[config.mk]
export PLATFORM = sky130hd
export DESIGN_NAME = sap_control_seq
export DESIGN_NICKNAME = d
export VERILOG_FILES = /design/src/rtl/sap_control_seq.sv
export SDC_FILE = /design/constraint.sdc
export NUM_CORES = 1
export LEC_CHECK = 0
export ABC_AREA = 1
export CAP_MARGIN = 20
export CORE_AREA = 5 5 54 56
export CTS_CLUSTER_DIAMETER = 60
export DETAILED_ROUTE_END_ITERATION = 8
export DIE_AREA = 0 0 59 61
export PLACE_DENSITY = 0.67
export SYNTH_ARGS = -nofsm -noshare
export SYNTH_HDL_FRONTEND = slang
export SYNTH_SLANG_ARGS = --single-unit
[constraint.sdc]
create_clock -name clock -period 1.81 [get_ports clock]
set_input_delay 0.362 -clock clock [delete_from_list [all_inputs] [get_ports clock]]
set_output_delay 0.362 -clock clock [all_outputs]
set_load 0.005 [all_outputs]
[src/rtl/sap_control_seq.sv]
// sap_control_seq: ring-counter control sequencer for the SAP-class CPU.
// Drives the 12-bit control word from a one-hot T-state ring and the IR
// opcode, with flag-conditional jumps, early return to T1, halt and
// single-step gating. State advances on the falling clock edge so the
// combinational control word is settled for the datapath's rising edges.
module sap_control_seq #(
  parameter int unsigned RING_LEN  = 6,
  parameter int unsigned OP_W      = 4,
  parameter int unsigned SKIP_IDLE = 1
) (
  input  logic                clock,
  input  logic                reset,
  input  logic [OP_W-1:0]     opcode,
  input  logic                zero_flag,
  input  logic                neg_flag,
  input  logic                step_mode,
  input  logic                step,
  output logic [11:0]         CON,
  output logic                pc_load,
  output logic                halted,
  output logic [RING_LEN-1:0] t_state
);

  localparam logic [RING_LEN-1:0] T1 = RING_LEN'(1);

  // Control words {Cp,Ep,Lm',CE',Li',Ei',La',Ea,Su,Eu,Lb',Lo'}
  localparam logic [11:0] CON_IDLE  = 12'h3E3;
  localparam logic [11:0] CON_T1    = 12'h5E3;
  localparam logic [11:0] CON_T2    = 12'hBE3;
  localparam logic [11:0] CON_T3    = 12'h263;
  localparam logic [11:0] CON_IR_MA = 12'h1A3;
  localparam logic [11:0] CON_LDA5  = 12'h2C3;
  localparam logic [11:0] CON_RD_B  = 12'h2E1;
  localparam logic [11:0] CON_ADD6  = 12'h3C7;
  localparam logic [11:0] CON_SUB6  = 12'h3CF;
  localparam logic [11:0] CON_JMP   = 12'h3A3;
  localparam logic [11:0] CON_OUT   = 12'h3F2;

  localparam logic [3:0] OP_LDA = 4'h0;
  localparam logic [3:0] OP_ADD = 4'h1;
  localparam logic [3:0] OP_SUB = 4'h2;
  localparam logic [3:0] OP_JMP = 4'h3;
  localparam logic [3:0] OP_JZ  = 4'h4;
  localparam logic [3:0] OP_JN  = 4'h5;
  localparam logic [3:0] OP_OUT = 4'hE;
  localparam logic [3:0] OP_HLT = 4'hF;
  localparam logic [3:0] OP_NOP = 4'h6;

  logic [RING_LEN-1:0] r_t_state;
  logic                r_halted;
  logic [RING_LEN-1:0] w_t_next;
  logic                w_halt_next;
  logic                w_adv;
  logic                w_onehot;
  logic [3:0]          w_op;
  logic [11:0]         w_word;
  logic                w_jump;
  logic                w_last;

  // Advance qualifier: halted freezes the ring; step mode gates each edge
  assign w_adv = !r_halted && (!step_mode || step);

  // Ring is legal only when exactly one bit is set
  assign w_onehot = (r_t_state != '0) && ((r_t_state & (r_t_state - T1)) == '0);

  // Opcodes with any upper bit set decode as NOP
  assign w_op = ((opcode >> 4) == '0) ? opcode[3:0] : OP_NOP;

  // Micro-op decode for the current T state: word, jump strobe, last-state flag
  always_comb begin
    w_word = CON_IDLE;
    w_jump = 1'b0;
    w_last = 1'b0;
    if (!w_onehot) begin
      w_word = CON_IDLE;
    end else if (r_t_state[0]) begin
      w_word = CON_T1;
    end else if (r_t_state[1]) begin
      w_word = CON_T2;
    end else if (r_t_state[2]) begin
      w_word = CON_T3;
    end else if (r_t_state[3]) begin
      case (w_op)
        OP_LDA, OP_ADD, OP_SUB: w_word = CON_IR_MA;
        OP_JMP: begin
          w_word = CON_JMP;
          w_jump = 1'b1;
          w_last = 1'b1;
        end
        OP_JZ: begin
          w_word = zero_flag ? CON_JMP : CON_IDLE;
          w_jump = zero_flag;
          w_last = 1'b1;
        end
        OP_JN: begin
          w_word = neg_flag ? CON_JMP : CON_IDLE;
          w_jump = neg_flag;
          w_last = 1'b1;
        end
        OP_OUT: begin
          w_word = CON_OUT;
          w_last = 1'b1;
        end
        default: w_last = 1'b1;
      endcase
    end else if (r_t_state[4]) begin
      case (w_op)
        OP_LDA: begin
          w_word = CON_LDA5;
          w_last = 1'b1;
        end
        OP_ADD, OP_SUB: w_word = CON_RD_B;
        default: w_word = CON_IDLE;
      endcase
    end else if (r_t_state[5]) begin
      case (w_op)
        OP_ADD: begin
          w_word = CON_ADD6;
          w_last = 1'b1;
        end
        OP_SUB: begin
          w_word = CON_SUB6;
          w_last = 1'b1;
        end
        default: w_word = CON_IDLE;
      endcase
    end
  end

  // A stalled or halted state drives the idle word so no load re-fires
  assign CON     = w_adv ? w_word : CON_IDLE;
  assign pc_load = w_adv && w_jump;

  // Next-state: recover, halt, early return to T1, or rotate the ring
  always_comb begin
    w_t_next    = r_t_state;
    w_halt_next = r_halted;
    if (w_adv) begin
      if (!w_onehot) begin
        w_t_next = T1;
      end else if (r_t_state[3] && (w_op == OP_HLT)) begin
        w_halt_next = 1'b1;
      end else if ((SKIP_IDLE != 0) && w_last) begin
        w_t_next = T1;
      end else begin
        w_t_next = {r_t_state[RING_LEN-2:0], r_t_state[RING_LEN-1]};
      end
    end
  end

  // State register on the falling edge with synchronous reset
  always_ff @(negedge clock) begin
    if (reset) begin
      r_t_state <= T1;
      r_halted  <= 1'b0;
    end else begin
      r_t_state <= w_t_next;
      r_halted  <= w_halt_next;
    end
  end

  assign t_state = r_t_state;
  assign halted  = r_halted;

endmodule
==> run metrics <==
status=finished, violations left; failing checks=setup timing; min setup slack post-route=-1110 ps; fin. max-slew vios=0; kind of critical path=register to output pin; synth cell count leaders=nand2_1 (31), inv_1 (20), nor2_1 (16); P per Cell Area=667 nW/um^2; Pint=0.000683 W; CP startpoint kind=register; relative slew slack=83.5%; Sw Pwr=0.000475 W; Clock Latency Late Sink=340 ps; most area-consuming cells after synthesis=dfxtp_1 (21%), nand2_1 (17%), inv_1 (11%); initial DRC count=17; slowest CP cell=dfxtp_4; detailed-route via count=1104; register area=159 sq um; Worst-Margin Slew=246 ps; Ys Warns=0; LEAKAGE=0.884 nW; worst path required time=1450 ps; IO Pins=30; Reg clk slew, reported paths=40 ps; Starting Density=28.4%; pre-CTS setup slack=-1080 ps; clk root buf=clkbuf_4; Vias/cell=4.58; diode count=0; Core Rows=18; Initial DRT Pass Iterations=4; H-tree depth=1; RSZ-0062 raised after global routing=true; Max IR drop VDD=0.000649 V; cell area after synthesis=677 sq um; Inserted Clock Buffers=3; fin util=72.7%; clk_skew=20.7 ps; Arrival @ worst endpoint=2560 ps; Top FF cell, synth=dfxtp_1; vias in the first global route=1176; sw frac=41.0%; initial antenna violation count=0; GRT Util Overall=17.0%; first-pass GRT wire length=4800 microns; Post-Synthesis Cells=119; multi-input combinational cell area=678 sq um; post-synth top area cell=dfxtp_1; worst hold path class=register to register; Die ar.=3600 sq um; IO Port Bufs=29; share of layout cells above drive strength 1=70.1%; nets=222; sequential area share after synthesis=20.7%; Yosys cell types=21; main combinational cell family by area after synthesis=simple AND/OR/NAND/NOR gates; Synth Area in Adders=0%; largest net degree at the start of global routing=9; final hold violation count=0; Simple-Gate Fraction of Synth Area=55.3%; Placer Congestion=0.840; Longest Clk Path Bufs=2; synthesized flop and latch total=7; Seq pwr share=16.8%; multiplexer share of the synthesized area=0%; DR DRC count=0; crit-path cells=nor2_4 > nand2_2 > nand2_4 > nand3_4 > nor2_4 > buf_6 > nand2_4 > inv_2 > buf_2; Synth top area share=20.7%; EDFF count, synth=0; Synth Area per Inst=5.69 sq um; Syn-to-layout area delta=156%; Routed WL per cell=12.2 microns; Syn Nets=129; Post-DP HPWL=1940 microns; antenna viol nets, final=0; largest fanout on the critical path=6; clk sinks=7; Synth Area in XOR/XNOR=0%; die width=59 microns; Overflow after GRT=0; Max Cap Violations=0; Worst setup EP type=output pin; Crit path largest cell delay=350 ps; overall routed net length=2940 microns; core area=2390 sq um; asr flop ratio synth=0%; complex-gate fraction of the synthesized area=11.8%; setup violators final=26; combinational fraction of design power=65.3%; CTS tree=built; Die Height=61 microns; Post-CTS Hold Buffers=0; most numerous cell in the Yosys netlist=nand2_1; clock share of power=18.0%; Filler Cells Inserted=183
[power by group through the flow]
stage	Sequential, W	Clock [W]	Combinational, W
floorplan	0.000199	0.0000273	0.000205
global placement	0.000191	0.0000273	0.000452
detailed placement	0.000191	0.0000273	0.000459
CTS	0.000193	0.000206	0.000614
global route	0.000196	0.000227	0.000812
finish	0.000194	0.000208	0.000756
[through the flow]
stage | instances | TNS [ps] | total power (W) | area [sq um] | hold WS [ps]
6_report | 241 | -16800 | 0.00116 | 1740 | 587
5_1_grt | 241 | -18300 | 0.00123 | 1740 | 638
4_1_cts | 235 | -15870 | 0.00101 | 1580 | 593
3_5_place_dp | 213 | -21350 | 0.000678 | 1340 | 618
3_3_place_gp | 213 | -20830 | 0.000670 | 1340 | 614
2_1_floorplan | 119 | -6770 | 0.000432 | 751 | 492
[placed cells by master, fill, tap and decap left out, types with 7 or more instances in the layout]
cell type and count:
nor2_4 12, inv_2 9, nand2_4 8, nand2_2 11, inv_1 18, nor2_1 7, buf_4 34, nand2_1 17
buf_6 29, buf_2 13
[flip-flops by register name, summed over array words and instances, names as in the netlist]
name and count:
halted 1, t_state 6
[timing repair]
| item | CTS | global route |
|---|---|---|
| endpoints found under the hold margin | 0 | 0 |
| endpoints found under the setup margin | 27 | 27 |
| pin swaps | 23 | 16 |
| resized for setup | 163 | 33 |
| buffers inserted | 13 | 9 |
[cell type report]
type	instances	share of cell area [%]
clock buffer	3	1.30
tap	30	2.16
inverter	21	4.97
timing repair buffer	82	41.6
sequential	7	9.16
clock inverter	8	1.73
multi-input combinational	90	39.1
[final timing paths]
path	from	end	slack (ps)	cells after the start
worst max register to register	t_state[1]	t_state[0]	190	11
worst min-delay path	halted	halted	590	3
worst max-delay path	t_state[1]	CON[11]	-1110	9
worst min register to register	halted	halted	590	3
[per-layer routing]
metal | vias up | wire, microns | global-route usage [%]
met5 | - | 0 | 0
met4 | 0 | 44 | 3.88
met3 | 5 | 138 | 4.26
met2 | 29 | 1700 | 32.2
met1 | 503 | 1060 | 19.1
li1 | 567 | - | -
[cell families (layout without fill, tap and decap cells)]
logic type	count (synthesis)	count (layout)
compound gates	13	13
buf+inv	22	114
flops	7	7
simple gates	77	77
[worst max-delay path, delay by kind of cell, from the launching register on]
kind,cells,cell delay [ps]
buffers and inverters,3,270
DFF,1,350
and+or+nand+nor,6,700
(Power assumes the default switching activity.)
